$ cat src/rtl/wait_event_timer.sv
// wait_event_timer: saturating elapsed-cycle counter with a timeout compare
module wait_event_timer #(
  parameter int W = 32
) (
  input  logic         clk,
  input  logic         rst,
  input  logic         clr,
  input  logic         en,
  input  logic [W-1:0] max,
  output logic [W-1:0] o_elapsed,
  output logic         o_expire
);
  logic [W-1:0] elapsed_q, elapsed_d;
  always_comb begin
    elapsed_d = clr ? '0 : (en && !(&elapsed_q)) ? elapsed_q + W'(1) : elapsed_q;
    o_expire  = en && (max != '0) && (elapsed_q == max - W'(1));
  end
  always_ff @(posedge clk) elapsed_q <= rst ? '0 : elapsed_d;
  assign o_elapsed = elapsed_q;
endmodule

$ cat config.mk
export PLATFORM = sky130hd
export DESIGN_NAME = wait_event_timer
export DESIGN_NICKNAME = d
export VERILOG_FILES = /design/src/rtl/wait_event_timer.sv
export SDC_FILE = /design/constraint.sdc
export NUM_CORES = 1
export LEC_CHECK = 0
export CAP_MARGIN = 20
export CORE_MARGIN = 3
export CORE_UTILIZATION = 53
export CTS_CLUSTER_DIAMETER = 40
export DETAILED_ROUTE_END_ITERATION = 10
export HOLD_SLACK_MARGIN = 0.1
export PLACE_DENSITY = 0.86
export SYNTH_ARGS = -nofsm -noshare
export SYNTH_HDL_FRONTEND = slang
export SYNTH_SLANG_ARGS = --single-unit
$ cat constraint.sdc
create_clock -name clk -period 12.8 [get_ports clk]
set_clock_uncertainty 0.15 [all_clocks]
set_input_delay 3.84 -clock clk [delete_from_list [all_inputs] [get_ports clk]]
set_output_delay 3.84 -clock clk [all_outputs]
set_load 0.01 [all_outputs]
; Yosys cells after proc, flatten, opt, wreduce, memory -nomap -nowiden
; Cells that the tools add are included.
[totals]
regBits = 32
inputBits = 36
elab_cells = 11
output_inout_bits = 33
[classes]
addsub = 2
n_eq_ne = 1
n_reduce_logical = 7
[ops]
columns = op, n
row1 = $add 32x1->32 const B, 1
row2 = $eq 32x32->1, 1
row3 = $reduce_and 32->1, 1
row4 = $reduce_bool 32->1, 1
row5 = $sub 32x1->32 const B, 1
row6 = $logic_and 1x1->1, 3
row7 = $reduce_or 2->1, 1
row8 = $logic_not 1->1, 1

; Longest topological paths before layout
; Gate-level depths: netlist of run 1.
[logic_depth]
depth_word = 3
ltp_mapped = 9
mapped_depth_nobuf = 9

; Worst setup path before layout of run 1
; No wires, ideal clock.
[synth_timing]
kind = in2out
startpoint = input port max[13]
endpoint = output port o_expire
setup_slack_ps = 2657
path_buffers = 1
arrival_ps = 6153
required_time_ps = 8810
path_stages = 8
cell_sequence = or4_4 -> or3_1 -> buf_2 -> or2_4 -> nor2_4 -> xnor2_1 -> or4_4 -> a2111oi_2
[synth_via]
elab_chain_cells = 3
word_cells_on_any_way = 5
cone_classes = add/sub (1) / eq/ne (1) / reduce/logical (3)
[synth_lines]
columns = element, line
row1 = "start, declared", 9  ; input logic [W-1:0] max,
row2 = $sub 32x1->32 or $reduce_bool 32->1 (tied branches), 16  ; o_expire = en && (max != '0) && (elapsed_q == max - W'(1));
row3 = $eq 32x32->1 or $logic_and 1x1->1 (tied branches), 16
row4 = $logic_and 1x1->1 *, 16
row5 = "end, declared", 11  ; output logic o_expire
; Every way passes the cells marked *; elsewhere a longest branch is shown, timed or not.

; Final worst setup path of run 1
[layout_timing]
startpoint = input port max[0]
endpoint = output port o_expire
; Same word-level chain as after synthesis.

==> impl_metrics.ini, run 1 <==
[outcome]
status = complete, no violations

[synthesis]
synth-edff-count = 0
syn_inst = 344
synth_top_area_cell = dfxtp_1
synth.net_count = 382
synth_top_area_share = 0.244
synth-async-reset-ratio = 0
synth_ff_type = dfxtp_1
ys_seq_area_frac = 0.244
synthTopCellsByArea = dfxtp_1, xnor2_1, xor2_1
synth.most_common_cell = nor2_1
syn-cell-area_um2 = 2620
ys_ff_latch = 32
yosysWarnings = 0
syn_avg_cell_area_um2 = 7.62
ys_types = 52
synthTopCellsByCount = nor2_1, xnor2_1, dfxtp_1

[setup_path]
critPathKind = input port to output port
r2r_cells = 8
reg2reg_from = o_elapsed[16]$_SDFFE_PP0P_
cp-end-kind = output port
crit_required_ns = 8.81
critPathMaxFanout = 10
setup.worst_path.start_class = input port
r2r-end = o_elapsed[1]$_SDFFE_PP0P_
worstPathArrival_ns = 7.62
r2r_slack_ns = 10.14

[layout]
drive_gt1_frac = 0.0585
diodes = 0
fin_util = 0.754
fin_area_um2 = 3440
largest_reg_flops = 32
instances_no_fill = 475
final_nets = 447
n_fill_cell = 368
area_growth_syn_to_layout_pct = 31.2

[sta]
finalCritPeriodShare = 0.907
hold_slack_ns = 0.391
hold_violations = 0
finalMaxSlewViolations = 0
rsz0062_at_grt = no
maxSlewHeadroom = 0.486
finalSetupViolations = 0
fmax_mhz = 86.1
final.setup.tns_ns = 0
fin_ws_ns = 1.19
worst_pin_slew_ns = 0.764
finalCriticalPeriod_ns = 11.61

[pwr]
vdd_drop_max_mv = 0.0928
p_total_mw = 0.214
powerDensity_nw_per_um2 = 62.2
leakage_nw = 1.04

[floorplan]
rows = 24
die_area_um2 = 5830
io_pins = 69
die_w_um = 76.3
die_h_um = 76.3
core-area_um2 = 4560
start_util = 0.575

[clocking]
post_cts_buffers = 0
clk_latency_ns = 0.28
cts_buffer_depth = 2
h-tree-depth = 2
cts_resized = 0
cts_tree = built
clock_sinks = 32
cts_root_buf = clkbuf_8
holdBufCountCts = 0
numCtsBuffers = 5
clkTransAtPathRegs_ns = 0.06

[placed_design]
placed_area_um2 = 3350
dp_hpwl_um = 5860
dp.cells = 467
port_buffers = 68
place_congestion = 0.939
dp_slack_ns = 1.26

[route]
dr.pass1.iters = 5
ant_nets = 0
dr.first_iter.drc_count = 215
vias_per_cell = 6.05
vias = 2873
wl_per_cell_um = 15.7
drc = 0
wirelength_um = 7470

[worst_hold_path]
hold_path_end = o_elapsed[31]$_SDFFE_PP0P_
hold_class = flop to flop
whs_path_depth = 2
min_from = o_elapsed[31]$_SDFFE_PP0P_

[run]
max_cap_viol_count = 0

[global_routing]
grt.total_usage = 0.253
grt_pass1_wl_um = 12300
grt_overflow = 0
grt_pass1_vias = 2680
antenna_found_initial = 0
grt_max_degree = 33
## report_power, final
part / leakage (nW) / switching [mW] / total (mW) / internal, mW
clock network: 0.0455 / 0.0344 / 0.0782 / 0.0438
logic: 0.740 / 0.0173 / 0.0354 / 0.0181
registers: 0.258 / 0.000422 / 0.100 / 0.0998
## routing by layer
layer / wire length [um] / global-route usage / vias up / share of wire
li1: - / - / 1376 / -
met1: 3350 / 0.343 / 1365 / 0.45
met2: 3540 / 0.411 / 119 / 0.47
met3: 459 / 0.0378 / 13 / 0.061
met4: 118 / 0.0851 / 0 / 0.016
met5: 0 / 0 / - / 0
## cell type report
type | count | area (um^2) | share of cell area
Multi-Input combinational cell | 293 | 1910 | 0.555
Timing Repair Buffer | 69 | 688 | 0.200
Sequential cell | 32 | 641 | 0.186
Clock buffer | 8 | 90.1 | 0.0262
Tap cell | 65 | 81.3 | 0.0236
Inverter | 8 | 30.0 | 0.00873
## worst max-delay path, stage by stage
cell,delay [ns]
clkdlybuf4s50_1,0.48
inv_1,0.09
ha_1,0.19
nor3b_1,0.48
nand3_1,0.41
nor2_1,0.32
nand3b_1,0.14
xnor2_1,0.17
or4_4,0.48
a2111oi_2,0.40
clkdlybuf4s50_1,0.62
## cells in the final DEF (no fill, tap or decap), types with 3 or more instances in the layout
master,synthesis,layout
o31ai_1,4,4
and3_1,3,3
xnor2_1,37,37
inv_1,8,8
dfxtp_1,32,32
xor2_1,27,27
nand4_1,10,10
a21oi_1,7,7
nor4b_1,4,4
or3_1,6,6
o21ai_0,5,5
a211oi_1,3,3
clkdlybuf4s50_1,0,68
or4_4,4,4
nor4_1,9,9
nand2_1,28,28
nor2_1,48,48
and4_1,5,5
nor3_1,24,24
o211ai_1,4,4
mux2i_1,3,3
nand3_1,13,13
or4_1,5,5
nor3b_1,7,7
or2_2,3,3
clkbuf_8,0,6
## worst max-delay path by stage
| stage | from | end | slack (ns) |
|---|---|---|---|
| 6_report | max[0] | o_expire | 1.19 |
| 5_1_grt | max[0] | o_expire | 0.99 |
| 3_3_place_gp | max[0] | o_expire | 1.41 |
| 2_1_floorplan | max[13] | o_expire | 2.66 |
| 3_5_place_dp | max[0] | o_expire | 1.26 |
| 4_1_cts | max[0] | o_expire | 1.26 |
## cells by family after synthesis
group                      Yosys count  share of synthesized area
and+or+nand+nor                    183                      0.379
xor gates and xnor gates            64                      0.214
AOI/OAI and AO/OA                   41                      0.115
DFF                                 32                      0.244
buffers and inverters               19                     0.0277
muxes                                3                     0.0115
adders and majority gates            2                    0.00954
Note: power is estimated with default switching activity, not from simulation.
==> inputs of run 2 (changes only) <==
- CORE_UTILIZATION: 53 -> 49
- PLACE_DENSITY: 0.86 -> 0.8
- SETUP_SLACK_MARGIN: not set -> 0.02
- clock period: 12.8 -> 12.5 ns (I/O delays scaled with it)
==> impl_metrics.ini, run 2 (same netlist as run 1, synthesis figures left out) <==
[sta]
finalSetupViolations = 0
hold_violations = 0
rsz0062_at_grt = no
maxSlewHeadroom = 0.435
finalCritPeriodShare = 0.909
finalCriticalPeriod_ns = 11.37
worst_pin_slew_ns = 0.840
fmax_mhz = 88.0
finalMaxSlewViolations = 0
final.setup.tns_ns = 0

[placed_design]
dp.cells = 469
placed_area_um2 = 3350
place_congestion = 0.992
dp_hpwl_um = 5960
port_buffers = 68

[route]
dr.first_iter.drc_count = 143
dr.pass1.iters = 4
wirelength_um = 7600
ant_nets = 0
vias = 2788
vias_per_cell = 5.84
drc = 0
wl_per_cell_um = 15.9

[clocking]
cts_buffer_depth = 2
post_cts_buffers = 0
cts_tree = built
holdBufCountCts = 0
clk_latency_ns = 0.28
clock_sinks = 32
cts_resized = 0
clkTransAtPathRegs_ns = 0.07
cts_root_buf = clkbuf_8
h-tree-depth = 2
numCtsBuffers = 5

[setup_path]
crit_required_ns = 8.60
r2r_slack_ns = 9.83
critPathKind = input port to output port
worstPathArrival_ns = 7.47
r2r_cells = 7
setup.worst_path.start_class = input port
critPathMaxFanout = 10
cp-end-kind = output port
reg2reg_from = o_elapsed[15]$_SDFFE_PP0P_
r2r-end = o_elapsed[17]$_SDFFE_PP0P_

[floorplan]
die_area_um2 = 6270
io_pins = 69
core-area_um2 = 4940
start_util = 0.531
die_w_um = 79.2
rows = 25
die_h_um = 79.2

[layout]
final_nets = 447
fin_util = 0.697
drive_gt1_frac = 0.0610
layout_commonest_cell = clkdlybuf4s50_1
final_cell_mix = clkdlybuf4s50_1, nor2_1, xnor2_1, dfxtp_1, nand2_1
n_fill_cell = 451
largest_reg_flops = 32
regArea_um2 = 641
fin_area_um2 = 3450
multi_input_area_um2 = 1910
instances_no_fill = 477
area_growth_syn_to_layout_pct = 31.4
diodes = 0

[pwr]
leakage_nw = 1.04
powerDensity_nw_per_um2 = 63.9
vdd_drop_max_mv = 0.102
p_total_mw = 0.220

[worst_hold_path]
hold_class = flop to flop
whs_path_depth = 2
min_from = o_elapsed[31]$_SDFFE_PP0P_
hold_path_end = o_elapsed[31]$_SDFFE_PP0P_

[global_routing]
grt_pass1_vias = 2598
grt_pass1_wl_um = 12600
grt_overflow = 0
antenna_found_initial = 0
grt_max_degree = 33
grt.total_usage = 0.251

[run]
max_cap_viol_count = 0

[outcome]
status = complete, no violations
run 2: cell count changes in the layout (fill, tap and decap cells not counted), sizes merged:
| cell | previous run | this run |
|---|---|---|
| clkbuf | 8 | 7 |
| clkinvlp | 0 | 1 |
run 2: through the flow:
stage	setup WS (ns)	hold WS [ns]
6_report	1.13	0.403
5_1_grt	0.859	0.438
4_1_cts	1.18	0.408
3_5_place_dp	1.17	0.391
3_3_place_gp	1.28	0.368
2_1_floorplan	2.54	0.366
run 2: worst max path at each step:
| stage | endpoint | from | slack [ns] | cells past startpoint |
|---|---|---|---|---|
| final | o_expire | max[0] | 1.13 | 11 |
| after global routing | o_expire | max[0] | 0.86 | 11 |
| after CTS | o_expire | max[0] | 1.18 | 11 |
| after detailed placement | o_expire | max[0] | 1.17 | 11 |
| after global placement | o_expire | max[0] | 1.28 | 11 |
| after floorplan | o_expire | max[13] | 2.54 | 8 |
run 2: worst max-delay path, stage by stage:
cell             delay [ns]
clkdlybuf4s50_1        0.49
inv_1                  0.09
ha_1                   0.20
nor3b_1                0.45
nand3_1                0.41
nor2_1                 0.33
nand3b_1               0.14
xnor2_1                0.16
or4_4                  0.48
a2111oi_2              0.37
clkdlybuf4s50_1        0.61
run 2: layer usage:
layer / GRT usage / routed length, um / up-vias / share of wire
met1: 0.358 / 3430 / 1315 / 0.45
met3: 0.0329 / 483 / 10 / 0.064
met5: 0 / 0 / - / 0
met2: 0.394 / 3570 / 90 / 0.47
met4: 0.0687 / 115 / 0 / 0.015
li1: - / - / 1373 / -
run 2: area by class of cell:
cell class,instances,share of cell area
inverter,8,0.00871
sequential,32,0.186
tap,67,0.0243
timing repair buffer,69,0.200
clock buffer,7,0.0251
multi-input combinational,293,0.554
clock inverter,1,0.00218
run 2: report_power, final:
group	switching (mW)	total, mW	internal (mW)	leakage, nW
logic	0.0177	0.0362	0.0185	0.740
registers	0.000456	0.103	0.102	0.258
clock network	0.0367	0.0814	0.0447	0.0445
==> inputs of run 3 (changes only) <==
- RECOVER_POWER: not set -> 50
- SETUP_SLACK_MARGIN: 0.02 -> not set
==> impl_metrics.ini, run 3 (same netlist as run 1, synthesis figures left out) <==
[setup_path]
crit_required_ns = 8.60
cp-end-kind = output port
setup.worst_path.start_class = input port
r2r_slack_ns = 9.77
worstPathArrival_ns = 7.46
r2r_cells = 7
critPathKind = input port to output port
critPathMaxFanout = 10

[pwr]
leakage_nw = 1.12
vdd_drop_max_mv = 0.103
powerDensity_nw_per_um2 = 64.0

[global_routing]
grt_pass1_vias = 2598
grt_overflow = 0
antenna_found_initial = 0
grt.total_usage = 0.251
grt_max_degree = 33
grt_pass1_wl_um = 12600

[route]
vias = 2790
dr.first_iter.drc_count = 145
vias_per_cell = 5.85
dr.pass1.iters = 5
drc = 0
wirelength_um = 7610
ant_nets = 0
wl_per_cell_um = 15.9

[clocking]
h-tree-depth = 2
clk_latency_ns = 0.28
cts_buffer_depth = 2
numCtsBuffers = 5
clock_sinks = 32
post_cts_buffers = 0
clkTransAtPathRegs_ns = 0.07
cts_resized = 0
cts_root_buf = clkbuf_8
holdBufCountCts = 0
cts_tree = built

[outcome]
failed_checks = max-capacitance violations, max-slew violations
status = finished with violations

[floorplan]
core-area_um2 = 4940
die_w_um = 79.2
io_pins = 69
die_h_um = 79.2
rows = 25
die_area_um2 = 6270
start_util = 0.531

[layout]
n_fill_cell = 451
final_cell_mix = nor2_1, clkdlybuf4s50_1, xnor2_1, dfxtp_1, nand2_1
drive_gt1_frac = 0.0585
diodes = 0
regArea_um2 = 641
multi_input_area_um2 = 1910
layout_commonest_cell = nor2_1
final_nets = 447
area_growth_syn_to_layout_pct = 31.4
largest_reg_flops = 32

[run]
max_cap_viol_count = 1

[sta]
maxSlewHeadroom = -0.155
worst_pin_slew_ns = 1.73
finalCritPeriodShare = 0.909
hold_slack_ns = 0.400
finalSetupViolations = 0
hold_violations = 0
finalCriticalPeriod_ns = 11.36
rsz0062_at_grt = no
fmax_mhz = 88.0
final.setup.tns_ns = 0
finalMaxSlewViolations = 33

[worst_hold_path]
hold_class = flop to flop
whs_path_depth = 2

[placed_design]
port_buffers = 68
place_congestion = 0.992
dp_hpwl_um = 5960
run 3: cell types whose count changed in the layout (fill, tap and decap cells not counted), sizes merged:
cell	previous run	this run
clkdlybuf4s50	68	45
dlygate4sd3	0	23
run 3: area by class of cell:
type	instances	share of cell area
clock buffer	7	0.0251
timing repair buffer	69	0.200
clock inverter	1	0.00218
tap	67	0.0243
multi-input combinational	293	0.554
sequential	32	0.186
inverter	8	0.00871
run 3: worst paths after layout:
path	start	endpoint
worst min register to register	o_elapsed[31]$_SDFFE_PP0P_	o_elapsed[31]$_SDFFE_PP0P_
worst max register to register	o_elapsed[15]$_SDFFE_PP0P_	o_elapsed[17]$_SDFFE_PP0P_
worst max-delay path	max[0]	o_expire
worst min-delay path	o_elapsed[31]$_SDFFE_PP0P_	o_elapsed[31]$_SDFFE_PP0P_
run 3: power by group:
part	switching, mW	total (mW)	internal (mW)
clock network	0.0371	0.0818	0.0447
logic	0.0177	0.0360	0.0183
registers	0.000447	0.103	0.102
run 3: worst max-delay path, stage by stage:
cell             delay (ns)
clkdlybuf4s50_1        0.49
inv_1                  0.09
ha_1                   0.20
nor3b_1                0.45
nand3_1                0.40
nor2_1                 0.32
nand3b_1               0.14
xnor2_1                0.16
or4_4                  0.48
a2111oi_2              0.37
clkdlybuf4s50_1        0.61
run 3: routing by layer:
metal,GRT usage,up-vias,share of wire
li1,-,1378,-
met1,0.358,1316,0.46
met2,0.394,89,0.47
met3,0.0329,7,0.060
met4,0.0687,0,0.012
met5,0,-,0
run 3: metrics by stage:
stage	instances	util	cell area (um^2)	worst slack, ns	power [mW]
floorplan	344	-	2620	2.54	0.121
global placement	469	0.678	3350	1.28	0.140
detailed placement	469	0.678	3350	1.17	0.141
CTS	477	0.697	3450	1.18	0.222
global route	477	0.697	3450	0.859	0.231
finish	477	0.697	3450	1.14	0.220
